[src/rtl/uart_tx_fifo_if.sv]
// Handshake bundle between the byte producer, the TX FIFO and the UART transmitter.
// master = producer/transmitter side, slave = the FIFO itself.
interface uart_tx_fifo_if #(
  parameter int DATA_W = 8,
  parameter int ADDR_W = 4
);
  logic [DATA_W-1:0] wr_data;
  logic              wr_en;
  logic              full;
  logic              empty;
  logic [ADDR_W:0]   count;
  logic              overflow;
  logic [DATA_W-1:0] tx_data;
  logic              tx_valid;
  logic              tx_ready;
  logic              busy;

  modport master (
    output wr_data, wr_en, tx_ready,
    input  full, empty, count, overflow, tx_data, tx_valid, busy
  );

  modport slave (
    input  wr_data, wr_en, tx_ready,
    output full, empty, count, overflow, tx_data, tx_valid, busy
  );
endinterface

[src/rtl/uart_tx_fifo.sv]
// Byte FIFO feeding the UART transmitter; issues one byte per frame over the
// tx_valid/tx_ready handshake and waits for the frame to finish before the next.
module uart_tx_fifo #(
  parameter int DATA_W = 8,
  parameter int DEPTH  = 16,
  parameter int ADDR_W = 4
) (
  input logic           clk,
  input logic           rst,
  uart_tx_fifo_if.slave bus
);
  typedef enum logic [1:0] {IDLE, WAIT_ACK, WAIT_DONE} state_t;

  localparam logic [ADDR_W:0] DEPTH_C = (ADDR_W+1)'(DEPTH);

  state_t            state, state_nxt;
  logic [DATA_W-1:0] mem [DEPTH];
  logic [ADDR_W-1:0] wr_ptr, rd_ptr;
  logic [ADDR_W:0]   count_q, count_nxt;
  logic              full_q, empty_q, overflow_q;
  logic [DATA_W-1:0] tx_data_p0;
  logic              vld_p0, vld_nxt;
  logic              push, pop;

  // full is the pre-edge flag, so a write to a full FIFO is refused even if a pop coincides
  assign push = bus.wr_en && !full_q;

  always_comb begin
    state_nxt = state;
    pop       = 1'b0;
    vld_nxt   = 1'b0;
    unique case (state)
      IDLE: begin
        if (!empty_q && bus.tx_ready) begin
          pop       = 1'b1;
          vld_nxt   = 1'b1;
          state_nxt = WAIT_ACK;
        end
      end
      // tx_ready lags acceptance by one cycle, so the pulse cycle itself never exits here
      WAIT_ACK:  if (!bus.tx_ready) state_nxt = WAIT_DONE;
      WAIT_DONE: if (bus.tx_ready)  state_nxt = IDLE;
      default:   state_nxt = IDLE;
    endcase
  end

  always_comb begin
    count_nxt = count_q;
    if (push && !pop)      count_nxt = count_q + (ADDR_W+1)'(1);
    else if (!push && pop) count_nxt = count_q - (ADDR_W+1)'(1);
  end

  always_ff @(posedge clk) begin
    if (rst) begin
      state      <= IDLE;
      wr_ptr     <= '0;
      rd_ptr     <= '0;
      count_q    <= '0;
      full_q     <= 1'b0;
      empty_q    <= 1'b1;
      overflow_q <= 1'b0;
      vld_p0     <= 1'b0;
      tx_data_p0 <= '0;
    end else begin
      state      <= state_nxt;
      count_q    <= count_nxt;
      full_q     <= (count_nxt == DEPTH_C);
      empty_q    <= (count_nxt == '0);
      overflow_q <= bus.wr_en && full_q;
      vld_p0     <= vld_nxt;
      if (push) wr_ptr <= wr_ptr + ADDR_W'(1);
      if (pop) begin
        rd_ptr     <= rd_ptr + ADDR_W'(1);
        tx_data_p0 <= mem[rd_ptr];
      end
    end
  end

  always_ff @(posedge clk) begin
    if (push) mem[wr_ptr] <= bus.wr_data;
  end

  assign bus.full     = full_q;
  assign bus.empty    = empty_q;
  assign bus.count    = count_q;
  assign bus.overflow = overflow_q;
  assign bus.tx_data  = tx_data_p0;
  assign bus.tx_valid = vld_p0;
  assign bus.busy     = (state != IDLE) || (count_q != '0);
endmodule

[src/flat_wrapper.sv]
// flat-port wrapper written by rule: the top's interface ports become plain ports
module uart_tx_fifo_flat 
#(
  parameter int DATA_W = 8,
  parameter int DEPTH  = 16,
  parameter int ADDR_W = 4
)
  (clk, rst, bus_wr_data, bus_wr_en, bus_tx_ready, bus_full, bus_empty, bus_count, bus_overflow, bus_tx_data, bus_tx_valid, bus_busy);
  uart_tx_fifo_if #(.DATA_W(DATA_W), .ADDR_W(ADDR_W)) bus_i ();
  input logic clk;
  input logic rst;
  input wire logic [$bits(bus_i.wr_data)-1:0] bus_wr_data;
  input wire logic [$bits(bus_i.wr_en)-1:0] bus_wr_en;
  input wire logic [$bits(bus_i.tx_ready)-1:0] bus_tx_ready;
  output wire logic [$bits(bus_i.full)-1:0] bus_full;
  output wire logic [$bits(bus_i.empty)-1:0] bus_empty;
  output wire logic [$bits(bus_i.count)-1:0] bus_count;
  output wire logic [$bits(bus_i.overflow)-1:0] bus_overflow;
  output wire logic [$bits(bus_i.tx_data)-1:0] bus_tx_data;
  output wire logic [$bits(bus_i.tx_valid)-1:0] bus_tx_valid;
  output wire logic [$bits(bus_i.busy)-1:0] bus_busy;
  assign bus_i.wr_data = bus_wr_data;
  assign bus_i.wr_en = bus_wr_en;
  assign bus_i.tx_ready = bus_tx_ready;
  assign bus_full = bus_i.full;
  assign bus_empty = bus_i.empty;
  assign bus_count = bus_i.count;
  assign bus_overflow = bus_i.overflow;
  assign bus_tx_data = bus_i.tx_data;
  assign bus_tx_valid = bus_i.tx_valid;
  assign bus_busy = bus_i.busy;
  uart_tx_fifo #(.DATA_W(DATA_W), .DEPTH(DEPTH), .ADDR_W(ADDR_W)) u_core (.clk(clk), .rst(rst), .bus(bus_i));
endmodule
[config.mk]
export PLATFORM = sky130hd
export DESIGN_NAME = uart_tx_fifo_flat
export DESIGN_NICKNAME = d
export VERILOG_FILES = /design/src/rtl/uart_tx_fifo_if.sv /design/src/rtl/uart_tx_fifo.sv /design/src/flat_wrapper.sv
export SDC_FILE = /design/constraint.sdc
export NUM_CORES = 1
export LEC_CHECK = 0
export BUFFER_PORTS_ARGS = -buffer_cell sky130_fd_sc_hd__clkbuf_2
export CORE_MARGIN = 2
export CORE_UTILIZATION = 60
export CTS_CLUSTER_DIAMETER = 50
export DETAILED_ROUTE_END_ITERATION = 8
export PLACE_DENSITY = 0.78
export SYNTH_ARGS = -nofsm -noshare
export SYNTH_HDL_FRONTEND = slang
export SYNTH_SLANG_ARGS = --single-unit
[constraint.sdc]
create_clock -name clk -period 2.3 [get_ports clk]
set_input_delay 0.115 -clock clk [delete_from_list [all_inputs] [get_ports clk]]
set_output_delay 0.115 -clock clk [all_outputs]
set_load 0.05 [all_outputs]
# After elaboration in Yosys (flattened, before gate mapping)
# Memories as Yosys holds them, arrays and structs flattened. A register that Yosys moved wholly into a read port is not among the register bits.
# Cells that the tools add are included.
# word_totals
reg_bits,19
word_cells,44
memories,1
mem_bits_rw,128
out_inout_bits,18
in_bits,12
# op_classes
eq_ne,6
addsub,4
reduce_logical,15
muxes,10
# mem_list
memory,words,width,read_ports,rd_ports_with_merged_regs,write_ports,line_no,rtl
u_core.mem,16,8,1,1,1,uart_tx_fifo.sv:17,logic [DATA_W-1:0] mem [DEPTH];
# ops
cell,count
$mux 5,2
$add 4x1->4 const B,2
$mux 2,3
$pmux 2 s3,1
$add 5x1->5 const B,1
$eq 5x5->1 const B,1
$logic_and 1x1->1,5
$logic_not 5->1,1
$reduce_bool 5->1,1
$sub 5x1->5 const B,1
$logic_not 1->1,4
$mux 1,4
$ne 2x2->1 const B,2
$reduce_and 3->1,1
$eq 2x1->1 const B,1
$eq 2x2->1 const B,1
$logic_not 2->1,1
$ne 2x1->1 const B,1
$reduce_bool 2->1,1
$logic_or 1x1->1,1

# Longest topological paths before layout
# Gate-level depths: netlist of run 1.
# depth
depth_word,8
depth_mapped,6
depth_no_buf,6

# Least setup slack after synthesis of run 1
# OpenSTA, ideal clock, no wires.
# synth_timing
kind,flip-flop to flip-flop
from,"register u_core.full_q, in the netlist u_core.bus.full"
to,memory u_core.mem[3][0] (enable)
t_arrival_ps,1757
setup_slack_ps,160
path_stages_with_launch,5
path_cell_list,dfxtp_1 -> nor2b_1 -> clkbuf_1 -> nand2_1 -> nor3_1
# synth_via
elab_chain_len,4
# synth_lines
element,line_no,rtl
from (decl),uart_tx_fifo.sv:20,"logic full_q, empty_q, overflow_q;"
from (signal assigned),uart_tx_fifo.sv:67,full_q <= (count_nxt == DEPTH_C);
$logic_not 1->1,uart_tx_fifo.sv:26,assign push = bus.wr_en && !full_q;
$logic_and 1x1->1,uart_tx_fifo.sv:26,
$mux 1,uart_tx_fifo.sv:80,if (push) mem[wr_ptr] <= bus.wr_data;
$mux 1 (not written as such),uart_tx_fifo.sv:80,
to (decl),uart_tx_fifo.sv:17,
# Every way passes these cells.

# Worst setup path in the final report of run 1
# layout_timing
from,register u_core.state[1]
to,"register u_core.empty_q, in the netlist u_core.bus.empty"
# layout_via
elab_chain_len,6
elab_cells_between_ends,8
# layout_lines
element,line_no,rtl
from (decl),uart_tx_fifo.sv:16,"state_t state, state_nxt;"
from (signal assigned),uart_tx_fifo.sv:65,state <= state_nxt;
$logic_not 2->1 *,uart_tx_fifo.sv:32,unique case (state)
$mux 1 *,uart_tx_fifo.sv:32,
$logic_and 1x1->1 / $logic_not 1->1 (equally long branches),"uart_tx_fifo.sv:50, uart_tx_fifo.sv:49",
$mux 5 / $logic_and 1x1->1 (equally long branches),"uart_tx_fifo.sv:50, uart_tx_fifo.sv:49",
$mux 5 *,uart_tx_fifo.sv:49,if (push && !pop) count_nxt = count_q + (ADDR_W+1)'(1);
$logic_not 5->1 *,uart_tx_fifo.sv:68,empty_q <= (count_nxt == '0);
to (signal assigned),uart_tx_fifo.sv:68,
to (decl),uart_tx_fifo.sv:20,
# Mark *: on every way between the ends. The rest lies on a longest branch, timed or not.
# A chain may end at the register's enable or synchronous reset.

==> flow_summary.rst, run 1 <==
.. list-table::
   :header-rows: 1

   * - Metric
     - Value
   * - Vias per inst
     - 6.08
   * - Maximum clock skew at final layout
     - 0.00735 ns
   * - Worst voltage drop across the vdd grid
     - 0.000458 V
   * - Largest stage delay, worst path
     - 0.69 ns
   * - Synth warn
     - 0
   * - Required arrival time at the worst endpoint
     - 2.73 ns
   * - Number of enable flip-flop cells after synthesis
     - roughly 130
   * - Inserted Clock Buffers
     - 17
   * - Setup crit end kind
     - flip-flop
   * - Crit path max-delay family
     - simple AND/OR/NAND/NOR gates
   * - Starting density of the core
     - approximately 62%
   * - Total wire length after detailed routing
     - 12200 um
   * - Path type of the worst min-delay path
     - in -> reg
   * - Post-CTS setup buffer count
     - 0
   * - Highest clock rate
     - 508 MHz
   * - Worst Reg2Reg Path Length in Cells
     - 5
   * - Worst slew pin tran
     - 0.745 ns
   * - Seq cells post-synth
     - between 150 and 200
   * - Gates resized, CTS repair
     - 0
   * - RSZ-0062 raised after global routing
     - false
   * - Minimum period implied by the final worst setup slack
     - 1.97 ns
   * - Instance count of the mapped netlist
     - approximately 350
   * - RR Endpoint
     - u_core.bus.empty
   * - Maximum buffer depth of the clock tree
     - 2
   * - Leading post-synthesis cells by cell area
     - sky130_fd_sc_hd__edfxtp_1 63%, sky130_fd_sc_hd__mux4_2 12%, sky130_fd_sc_hd__dfxtp_1 8.8%
   * - Clock transition at the registers of the reported paths
     - 0.07 ns
   * - Antenna Diode Count
     - 0
   * - Final-layout setup total negative slack
     - 0 ns
   * - Fraction of registers with async set or reset after synthesis
     - 0%
   * - Met3 WL
     - 959 um
   * - Total routed wire length on the met1 layer
     - a little over 5000 um
   * - Overall power consumption
     - 0.00668 W
   * - Share of the synthesized area in the top cell type
     - 62.7%
   * - Number of failing hold endpoints at the final stage
     - 0
   * - WHS Path Cells
     - 1
   * - Standard-cell row count
     - 36
   * - Library cell with the largest summed area after synthesis
     - sky130_fd_sc_hd__edfxtp_1
   * - Reg2Reg Launch Point
     - u_core.state[1]
   * - Via count of the first global-routing pass
     - between 3000 and 4000
   * - Sequential Area
     - 4390 um2
   * - Post-Syn Nets
     - 371
   * - Hold Crit Endpoint
     - u_core.mem[13][4]
   * - Core box area
     - approximately 9900 um2
   * - Routability-driven placement congestion ratio
     - 0.845
   * - First-pass DRT Iterations
     - 5
   * - Global-route congestion overflow total
     - 0
   * - DR iter-0 viols
     - 314
   * - Number of buffers and inverters on the critical path
     - 0
   * - Source-to-sink clock delay at the later pin of the worst-skew pair
     - 0.53 ns
   * - Global routing usage summed across all routing layers
     - 24.1%
   * - Highest metal layer with signal wires
     - met4
   * - Run status
     - complete, no violations
   * - Worst-path maximum fanout
     - 12
   * - Final count of negative-setup-slack endpoints
     - 0
   * - Area used by multi-input combinational logic
     - ~1600 um2
   * - Part of the cycle the worst path needs
     - 85.5%
   * - Proportion of layout cells with a drive suffix above 1
     - 28.9%
   * - CTS tree
     - yes
   * - Number of nets with antenna violations after routing
     - 0
   * - DP HPWL
     - 7840 um
   * - Crit-path slowest cell
     - sky130_fd_sc_hd__or4b_4
   * - Startpoint type of the worst setup path
     - flip-flop
   * - DIE HEIGHT
     - 105 um
   * - Top FF cell, synth
     - sky130_fd_sc_hd__edfxtp_1
   * - Remaining routing DRC violations
     - 0
   * - Number of port buffers
     - 29
   * - Worst Path Arrival
     - 2.39 ns
   * - Leakage
     - 2.45 nW
   * - Number of H-tree levels
     - 4
   * - Maximum number of pins on one net before global-route repair
     - 36
   * - Post-synthesis to final-layout area growth
     - 16.3%
   * - Sum of met2 wire segment lengths after detailed routing
     - 6030 um
   * - Full die area
     - 11000 um2
   * - Worst slew margin relative to its limit
     - 50.3%
   * - Pwr per Cell Area
     - 937 nW/um2
   * - Max-slew violations
     - 0
   * - HP Start
     - bus_wr_data[4]
   * - Total via count after detailed routing
     - 3350
   * - Initial antenna violation count
     - 0
   * - Post-detailed-route wirelength per cell
     - around 22 um
   * - Top-Level Pins
     - 30
   * - Die W
     - approximately 110 um
   * - CTS hold repair buffers
     - 2
   * - Critical Path, Cell by Cell
     - or4b_4 > nand2_4 > o22ai_4 > xor2_2 > o41ai_2
   * - Maximum capacitance violations
     - 0
   * - First-pass GRT wire length
     - 19100 um
   * - Slack of the worst reg-to-reg path
     - 0.33 ns
   * - Portion of the post-synthesis area used by sequential elements
     - 71.6%
   * - Average cell area after synthesis
     - 17.5 um2
   * - Commonest cells after routing, fill and taps aside
     - 128 x sky130_fd_sc_hd__edfxtp_1, 32 x sky130_fd_sc_hd__mux4_2, 29 x sky130_fd_sc_hd__clkbuf_2
   * - Type of the worst setup path
     - reg -> reg
   * - Netlist cell types
     - 39
   * - Cell at the root of the clock tree
     - sky130_fd_sc_hd__clkbuf_8
   * - Net count, final
     - 425
   * - Number of sinks on the clock net
     - 155
   * - Commonest non-fill, non-tap cell in the layout
     - sky130_fd_sc_hd__edfxtp_1
   * - Synthesized area
     - slightly above 6000 um2
   * - Fill cells
     - 590
## worst reg2reg max path: stages (launching register included)
cell	delay (ns)
sky130_fd_sc_hd__dfxtp_1	0.38
sky130_fd_sc_hd__or4b_4	0.69
sky130_fd_sc_hd__nand2_4	0.18
sky130_fd_sc_hd__o22ai_4	0.10
sky130_fd_sc_hd__xor2_2	0.17
sky130_fd_sc_hd__o41ai_2	0.36
## power breakdown
group          internal [W]  leakage (nW)  total [W]  switching (W)
Sequential          0.00312          1.38    0.00321      0.0000877
Combinational      0.000347         0.815   0.000879       0.000533
Clock               0.00145         0.261    0.00259        0.00114
## logic make-up (layout without fill, tap and decap cells)
kind of cell    after synthesis  after routing  share of synthesized area, %
xor+xnor                     10             10                          1.55
compound gates               43             43                          5.31
fa+ha+maj                     8              8                          1.63
flops                       155            155                          71.6
simple gates                 77             77                          6.41
buf+inv                      25             92                          1.61
mux                          33             33                          11.9
## metal layers
layer  global-route usage (%)  vias to the layer above
met5                        0                        -
met4                     6.19                        0
met3                     6.86                       16
met2                     37.9                      143
met1                     33.7                     1703
li1                         -                     1488
## final cells by class
class	instances	share of cell area, %
Sequential cell	155	61.5
Multi-Input combinational cell	171	23.1
Clock buffer	17	5.81
Timing Repair Buffer	53	4.99
Tap cell	133	2.33
Clock inverter	15	1.91
Inverter	7	0.369
## registers in the layout, indices dropped and copies added (netlist names)
signal,count
u_core.mem,128
u_core.bus.tx_data,8
u_core.bus.count,5
u_core.rd_ptr,4
u_core.wr_ptr,4
u_core.state,2
u_core.bus.empty,1
u_core.bus.full,1
u_core.bus.overflow,1
u_core.bus.tx_valid,1
## worst max path at each step
stage | start | endpoint | slack (ns) | cells past startpoint
6_report | u_core.state[1] | u_core.bus.empty | 0.33 | 5
3_5_place_dp | u_core.state[1] | u_core.bus.full | 0.33 | 5
3_3_place_gp | u_core.state[1] | u_core.bus.empty | 0.37 | 5
4_1_cts | u_core.state[1] | u_core.bus.full | 0.32 | 5
5_1_grt | u_core.state[1] | u_core.bus.full | 0.19 | 5
2_1_floorplan | u_core.bus.full | u_core.mem[3][0] | 0.16 | 4
## synthesized netlist by cell type, types with 4 or more instances
library cell,count
sky130_fd_sc_hd__edfxtp_1,128
sky130_fd_sc_hd__mux4_2,32
sky130_fd_sc_hd__dfxtp_1,27
sky130_fd_sc_hd__nor2_1,23
sky130_fd_sc_hd__nand2_1,21
sky130_fd_sc_hd__a22o_1,16
sky130_fd_sc_hd__a21oi_1,11
sky130_fd_sc_hd__clkbuf_1,11
sky130_fd_sc_hd__ha_1,8
sky130_fd_sc_hd__o21ai_1,8
sky130_fd_sc_hd__inv_1,7
sky130_fd_sc_hd__nand3_1,6
sky130_fd_sc_hd__xor2_1,6
sky130_fd_sc_hd__nor2b_1,5
sky130_fd_sc_hd__nor3_1,5
sky130_fd_sc_hd__buf_2,4
## through the flow
stage	util (%)	cell area (um2)	setup WS [ns]	hold WS [ns]	instances
floorplan	-	6130	0.160	0.192	351
global placement	66.5	6560	0.366	0.318	517
detailed placement	66.5	6560	0.333	0.343	517
CTS	72.3	7130	0.322	0.00881	551
global route	72.3	7130	0.194	0.0211	551
finish	72.3	7130	0.332	0.0175	551
No activity file was read; power rests on OpenSTA's default activity.
==> inputs of run 2 (changes only) <==
==> constraint.sdc (replaced) <==
create_clock -name clk -period 2.3 [get_ports clk]
set_input_delay 0 -clock clk [delete_from_list [all_inputs] [get_ports clk]]
set_output_delay 0 -clock clk [all_outputs]
set_load 0.05 [all_outputs]
==> run 2 against run 1 <==
Net effect: utilization rose by 0.81 points; critical path depth unchanged; wire length grew 0.92%; count of clock-buffer cells in the layout unchanged; total power about the same; maximum frequency rose by 0.17%; global-route usage up 0.15 points; via count is 2.1% higher; die area unchanged.
==> flow_summary.rst, run 2 (synthesis results as in run 1) <==
.. list-table::
   :header-rows: 1

   * - Metric
     - Value
   * - Worst-path maximum fanout
     - 12 (unchanged)
   * - Die W
     - 105 um (unchanged)
   * - Fill cells
     - 578 (-2.0%)
   * - Maximum buffer depth of the clock tree
     - 2 (unchanged)
   * - Number of buffers and inverters on the critical path
     - 0 (unchanged)
   * - Core box area
     - 9860 um2 (unchanged)
   * - Post-CTS setup buffer count
     - 0 (unchanged)
   * - Number of cells after detailed placement
     - 517 (unchanged)
   * - Highest clock rate
     - 509 MHz (+0.17%)
   * - Number of nets with antenna violations after routing
     - 0 (unchanged)
   * - Commonest cells after routing, fill and taps aside
     - 128 x sky130_fd_sc_hd__edfxtp_1, 32 x sky130_fd_sc_hd__mux4_2, 29 x sky130_fd_sc_hd__clkbuf_2
   * - RSZ-0062 raised after global routing
     - false
   * - Critical Path, Cell by Cell
     - or4b_4 > nand2_4 > o22ai_4 > xor2_2 > o41ai_2
   * - DP HPWL
     - 7840 um (unchanged)
   * - Startpoint type of the worst setup path
     - flip-flop
   * - Worst Path Arrival
     - 2.39 ns (about the same)
   * - Global routing usage summed across all routing layers
     - 24.2% (+0.15 points)
   * - Proportion of layout cells with a drive suffix above 1
     - 28.4% (-0.54 points)
   * - Cell at the root of the clock tree
     - sky130_fd_sc_hd__clkbuf_8
   * - Worst slew pin tran
     - 0.736 ns (-0.00898 ns)
   * - Via count of the first global-routing pass
     - 3396 (+1.0%)
   * - Number of port buffers
     - 29 (unchanged)
   * - Max reg flops
     - 128 (unchanged)
   * - Total wire length after detailed routing
     - 12300 um (+0.92%)
   * - Clock transition at the registers of the reported paths
     - 0.06 ns (about the same)
   * - Initial antenna violation count
     - 0 (unchanged)
   * - Pwr per Cell Area
     - 927 nW/um2 (-1.0%)
   * - Worst Reg2Reg Path Length in Cells
     - 5 (unchanged)
   * - Register bank with the most flops
     - u_core.mem
   * - Total via count after detailed routing
     - 3420 (+2.1%)
   * - Vias per inst
     - 6.12 (+0.63%)
   * - Maximum clock skew at final layout
     - 0.00748 ns (+0.000129 ns)
   * - Number of failing hold endpoints at the final stage
     - 0 (unchanged)
   * - Fin cells
     - 559 (+1.5%)
   * - Minimum period implied by the final worst setup slack
     - 1.96 ns (-0.00335 ns)
   * - Worst voltage drop across the vdd grid
     - 0.000458 V (about the same)
   * - DR iter-0 viols
     - 299 (-4.8%)
   * - Number of sinks on the clock net
     - 155 (unchanged)
   * - CTS tree
     - yes
   * - Post-synthesis to final-layout area growth
     - 17.6%
   * - Top-Level Pins
     - 30 (unchanged)
   * - HP Start
     - rst
   * - CTS hold repair buffers
     - 10 (+8)
   * - DIE HEIGHT
     - 105 um (unchanged)
   * - Starting density of the core
     - 62.1% (unchanged)
   * - Standard-cell row count
     - 36 (unchanged)
   * - Routability-driven placement congestion ratio
     - 0.845 (unchanged)
   * - Reg2Reg Launch Point
     - u_core.state[1]
   * - Setup crit end kind
     - flip-flop
   * - First-pass GRT wire length
     - 19200 um (+0.54%)
   * - Maximum capacitance violations
     - 0 (unchanged)
   * - Inserted Clock Buffers
     - 17 (unchanged)
   * - First-pass DRT Iterations
     - 4 (-1)
   * - Number of H-tree levels
     - 4 (unchanged)
   * - Path type of the worst min-delay path
     - in -> reg
   * - Final count of negative-setup-slack endpoints
     - 0 (unchanged)
   * - Net count, final
     - 433 (+1.9%)
   * - Largest stage delay, worst path
     - 0.69 ns (about the same)
   * - Gates resized, CTS repair
     - 0 (unchanged)
   * - Source-to-sink clock delay at the later pin of the worst-skew pair
     - 0.53 ns (about the same)
   * - Part of the cycle the worst path needs
     - 85.4% (-0.15 points)
   * - Remaining routing DRC violations
     - 0 (unchanged)
   * - Max-slew violations
     - 0 (unchanged)
   * - Maximum number of pins on one net before global-route repair
     - 36 (unchanged)
   * - Type of the worst setup path
     - reg -> reg
   * - WHS Path Cells
     - 2 (+1)
   * - Antenna Diode Count
     - 0 (unchanged)
   * - Commonest non-fill, non-tap cell in the layout
     - sky130_fd_sc_hd__edfxtp_1
   * - Leakage
     - 2.49 nW (+1.4%)
   * - Tightest hold margin
     - 0.0208 ns (+0.00330 ns)
   * - Full die area
     - 11000 um2 (unchanged)
   * - Final-layout setup total negative slack
     - 0 ns (unchanged)
   * - Post-detailed-route wirelength per cell
     - 22.0 um (-0.53%)
   * - Run status
     - complete, no violations
   * - Global-route congestion overflow total
     - 0 (unchanged)
   * - Crit-path slowest cell
     - sky130_fd_sc_hd__or4b_4
   * - Worst slew margin relative to its limit
     - 50.9% (+0.60 points)
   * - Hold Crit Endpoint
     - u_core.wr_ptr[3]
   * - Required arrival time at the worst endpoint
     - 2.73 ns (about the same)
   * - Slack of the worst reg-to-reg path
     - 0.34 ns (about the same)
   * - Crit path max-delay family
     - simple AND/OR/NAND/NOR gates
   * - RR Endpoint
     - u_core.bus.empty
-- run 2: worst register-to-register path, delay by kind of cell, from the launching register on --
| family | cells | cell delay, ns |
|---|---|---|
| xor gates and xnor gates | 1 | 0.17 |
| DFF | 1 | 0.38 |
| AOI/OAI and AO/OA | 2 | 0.46 |
| and+or+nand+nor | 2 | 0.87 |
-- run 2: worst max-delay path by stage --
stage	depth (start not counted)	startpoint	slack (ns)	to
detailed placement	5	u_core.state[1]	0.33	u_core.bus.full
global route	5	u_core.state[1]	0.19	u_core.bus.full
CTS	5	u_core.state[1]	0.32	u_core.bus.full
floorplan	4	u_core.bus.full	0.16	u_core.mem[3][0]
finish	5	u_core.state[1]	0.34	u_core.bus.empty
global placement	5	u_core.state[1]	0.37	u_core.bus.empty
-- run 2: area by class of cell --
| class | instances | area (um2) | share of cell area, % |
|---|---|---|---|
| clock buffers | 17 | 414 | 5.75 |
| clock inverters | 15 | 136 | 1.89 |
| inverters | 7 | 26.3 | 0.365 |
| multi-input cells | 171 | 1640 | 22.8 |
| flip-flops and latches | 155 | 4390 | 60.8 |
| well taps | 133 | 166 | 2.31 |
| repair buffers | 61 | 435 | 6.04 |
-- run 2: power breakdown --
group          internal (W)  leakage, nW  total, W  switching [W]
Sequential          0.00312         1.38   0.00321      0.0000877
Clock               0.00145        0.261   0.00258        0.00113
Combinational      0.000355        0.848  0.000891       0.000535
-- run 2: stage by stage --
step | setup slack (ns) | utilization (%) | power, W | area, um2
floorplan | 0.160 | - | 0.00389 | 6130
CTS | 0.322 | 73.1 | 0.00673 | 7210
global route | 0.194 | 73.1 | 0.00693 | 7210
detailed placement | 0.333 | 66.5 | 0.00414 | 6560
finish | 0.336 | 73.1 | 0.00668 | 7210
global placement | 0.366 | 66.5 | 0.00412 | 6560
-- run 2: per-layer routing --
layer,part of all wire (%),up-vias,track usage (%)
met5,0,-,0
met4,1.3,0,6.57
met3,7.8,17,6.86
met2,50,152,38.5
met1,41,1749,33.5
li1,-,1502,-
==> inputs of run 3 (changes only) <==
- REMOVE_ABC_BUFFERS: not set -> 1
- clock period: 2.3 -> 2.07 ns (I/O delays scaled with it)
==> run 3 against run 2 <==
Net effect: largest cell class unchanged; worst setup slack lost 0.23 ns; count of clock-buffer cells in the layout unchanged; first-iteration DRC count shrank 7.7%; critical path type unchanged; combinational power rose by 16%.
==> flow_summary.rst, run 3 (synthesis results as in run 1) <==
.. list-table::
   :header-rows: 1

   * - Metric
     - Value
   * - Proportion of layout cells with a drive suffix above 1
     - 29.4% (+0.97 points)
   * - Max reg flops
     - 128 (unchanged)
   * - Global-route congestion overflow total
     - 0 (unchanged)
   * - Standard-cell row count
     - 36 (unchanged)
   * - Total wire length after detailed routing
     - 12600 um (+2.7%)
   * - Remaining routing DRC violations
     - 0 (unchanged)
   * - Commonest non-fill, non-tap cell in the layout
     - sky130_fd_sc_hd__edfxtp_1
   * - Worst slew margin relative to its limit
     - 57.3% (+6.4 points)
   * - Required arrival time at the worst endpoint
     - 2.49 ns (-0.24 ns)
   * - DR iter-0 viols
     - 276 (-7.7%)
   * - Core box area
     - 9860 um2 (unchanged)
   * - Worst slew pin tran
     - 0.638 ns (-0.0975 ns)
   * - Maximum capacitance violations
     - 0 (unchanged)
   * - Antenna Diode Count
     - 0 (unchanged)
   * - Type of the worst setup path
     - reg -> reg
   * - Register bank with the most flops
     - u_core.mem
   * - Via count of the first global-routing pass
     - 3434 (+1.1%)
   * - Path type of the worst min-delay path
     - in -> reg
   * - Leakage
     - 2.52 nW (+1.5%)
   * - HP Start
     - bus_tx_ready
   * - Worst Path Arrival
     - 2.39 ns (about the same)
   * - Max-slew violations
     - 0 (unchanged)
   * - Top-Level Pins
     - 30 (unchanged)
   * - DIE HEIGHT
     - 105 um (unchanged)
   * - Pwr per Cell Area
     - 1040 nW/um2 (+12%)
   * - Net count, final
     - 436 (+0.69%)
   * - Sequential Power Share
     - 46.9% (-1.1 points)
   * - CTS tree
     - yes
   * - Inserted Clock Buffers
     - 17 (unchanged)
   * - Startpoint type of the worst setup path
     - flip-flop
   * - Reg2Reg Launch Point
     - u_core.state[1]
   * - Number of failing hold endpoints at the final stage
     - 0 (unchanged)
   * - Initial antenna violation count
     - 0 (unchanged)
   * - Gates resized, CTS repair
     - 0 (unchanged)
   * - Maximum clock skew at final layout
     - 0.00963 ns (+0.00216 ns)
   * - Crit-path slowest cell
     - sky130_fd_sc_hd__or4b_4
   * - Switching power share of the total
     - 26.0% (-0.23 points)
   * - Total via count after detailed routing
     - 3437 (+0.50%)
   * - Cell at the root of the clock tree
     - sky130_fd_sc_hd__clkbuf_8
   * - Global routing usage summed across all routing layers
     - 24.7% (+0.48 points)
   * - Design internal power
     - 0.00561 W (+14%)
   * - Clock transition at the registers of the reported paths
     - 0.07 ns (about the same)
   * - Maximum buffer depth of the clock tree
     - 2 (unchanged)
   * - Crit path max-delay family
     - simple AND/OR/NAND/NOR gates
   * - Setup crit end kind
     - flip-flop
   * - Largest stage delay, worst path
     - 0.67 ns (-0.02 ns)
   * - First-pass DRT Iterations
     - 5 (+1)
   * - Number of sinks on the clock net
     - 155 (unchanged)
   * - Number of cells after detailed placement
     - 519 (+0.39%)
   * - Number of H-tree levels
     - 4 (unchanged)
   * - Full die area
     - 11000 um2 (unchanged)
   * - Starting density of the core
     - 62.1% (unchanged)
   * - Vias per inst
     - 6.12 (about the same)
   * - Die W
     - 105 um (unchanged)
   * - Logic gate share of total power
     - 13.5% (+0.2 points)
   * - Worst-path maximum fanout
     - 12 (unchanged)
   * - Minimum period implied by the final worst setup slack
     - 1.97 ns (+0.00406 ns)
   * - Part of the cycle the worst path needs
     - 95.1% (+9.7 points)
   * - RSZ-0062 raised after global routing
     - false
   * - Commonest cells after routing, fill and taps aside
     - 128 x sky130_fd_sc_hd__edfxtp_1, 32 x sky130_fd_sc_hd__mux4_2, 29 x sky130_fd_sc_hd__clkbuf_2
   * - DP HPWL
     - 7690 um (-1.8%)
   * - Post-CTS setup buffer count
     - 0 (unchanged)
   * - Switching power summed over all nets
     - 0.00197 W (+13%)
   * - Routability-driven placement congestion ratio
     - 0.807 (-4.5%)
   * - Final count of negative-setup-slack endpoints
     - 0 (unchanged)
   * - Number of port buffers
     - 29 (unchanged)
   * - Run status
     - complete, no violations
   * - Highest clock rate
     - 508 MHz (-0.21%)
   * - Fin cells
     - 562 (+0.54%)
   * - Post-synthesis to final-layout area growth
     - 18.7%
   * - Worst voltage drop across the vdd grid
     - 0.000574 V (+25%)
   * - Number of buffers and inverters on the critical path
     - 0 (unchanged)
   * - Critical Path, Cell by Cell
     - or4b_4 > nand2_4 > o22ai_4 > xor2_2 > o41ai_2
   * - Tightest hold margin
     - 0.226 ns (+0.205 ns)
   * - Source-to-sink clock delay at the later pin of the worst-skew pair
     - 0.52 ns (about the same)
   * - Post-detailed-route wirelength per cell
     - 22.5 um (+2.1%)
   * - Launching instance or port of the critical path
     - u_core.state[1]
   * - First-pass GRT wire length
     - 19500 um (+1.6%)
   * - Number of nets with antenna violations after routing
     - 0 (unchanged)
   * - Fraction of power consumed by the clock network
     - 39.6% (+1.0 points)
   * - Maximum number of pins on one net before global-route repair
     - 36 (unchanged)
## run 3: changes by cell type in the layout (fill, tap and decap cells not counted)
cell / previous run / this run
sky130_fd_sc_hd__inv_8: 1 / 0
sky130_fd_sc_hd__clkinv_2: 0 / 2
sky130_fd_sc_hd__buf_4: 20 / 21
sky130_fd_sc_hd__bufinv_16: 1 / 2
sky130_fd_sc_hd__clkinv_1: 3 / 0
sky130_fd_sc_hd__clkinv_4: 1 / 4
sky130_fd_sc_hd__dlygate4sd3_1: 10 / 11
sky130_fd_sc_hd__buf_12: 2 / 3
sky130_fd_sc_hd__clkinvlp_4: 3 / 2
sky130_fd_sc_hd__inv_6: 6 / 5
## run 3: per-stage QoR
stage / total power [W] / TNS, ns / cell area (um2) / utilization (%) / setup WS, ns
floorplan: 0.00431 / -9.73 / 6050 / - / -0.614
global placement: 0.00459 / 0 / 6590 / 66.8 / 0.256
detailed placement: 0.00463 / 0 / 6590 / 66.8 / 0.122
CTS: 0.00763 / 0 / 7270 / 73.7 / 0.104
global route: 0.00785 / 0 / 7270 / 73.7 / 0.0590
finish: 0.00759 / 0 / 7270 / 73.7 / 0.102
## run 3: area by class of cell
type,count,area [um2]
Clock buffer,17,414
Clock inverter,15,164
Fill cell,563,2590
Inverter,7,26.3
Multi-Input combinational cell,171,1640
Sequential cell,155,4390
Tap cell,133,166
Timing Repair Buffer,64,473
## run 3: worst paths after layout
check             slack [ns]  cells after the start                    end
hold reg to reg         0.47                      2  u_core.bus.tx_data[5]
hold / removal          0.23                      3        u_core.state[1]
setup / recovery        0.10                      5       u_core.bus.empty
setup reg to reg        0.10                      5       u_core.bus.empty
## run 3: metal layers
layer  track usage, %  wire length, um  vias to the layer above  share of wire, %
met5                0                0                        -                 0
met4             8.19              170                        0               1.3
met3             7.61             1090                       13               8.6
met2             39.6             6380                      180                50
met1             32.7             5000                     1741                40
li1                 -                -                     1503                 -
## run 3: power by group through the flow
stage / clock network (W) / logic, W / registers, W
final: 0.00300 / 0.00103 / 0.00356
after global routing: 0.00319 / 0.00110 / 0.00356
after CTS: 0.00305 / 0.00103 / 0.00356
after detailed placement: 0 / 0.00101 / 0.00362
after global placement: 0 / 0.000980 / 0.00362
after floorplan: 0 / 0.000494 / 0.00381
## run 3: worst register-to-register path: stages, from the launching register on
cell	delay [ns]
sky130_fd_sc_hd__dfxtp_1	0.38
sky130_fd_sc_hd__or4b_4	0.67
sky130_fd_sc_hd__nand2_4	0.17
sky130_fd_sc_hd__o22ai_4	0.10
sky130_fd_sc_hd__xor2_2	0.16
sky130_fd_sc_hd__o41ai_2	0.38
## run 3: repair_timing
| item | 4_1_cts | 5_1_grt |
|---|---|---|
| hold buffers | 11 | 0 |
| endpoints found under the setup margin | 0 | 0 |
| hold endpoints to repair | 130 | 0 |
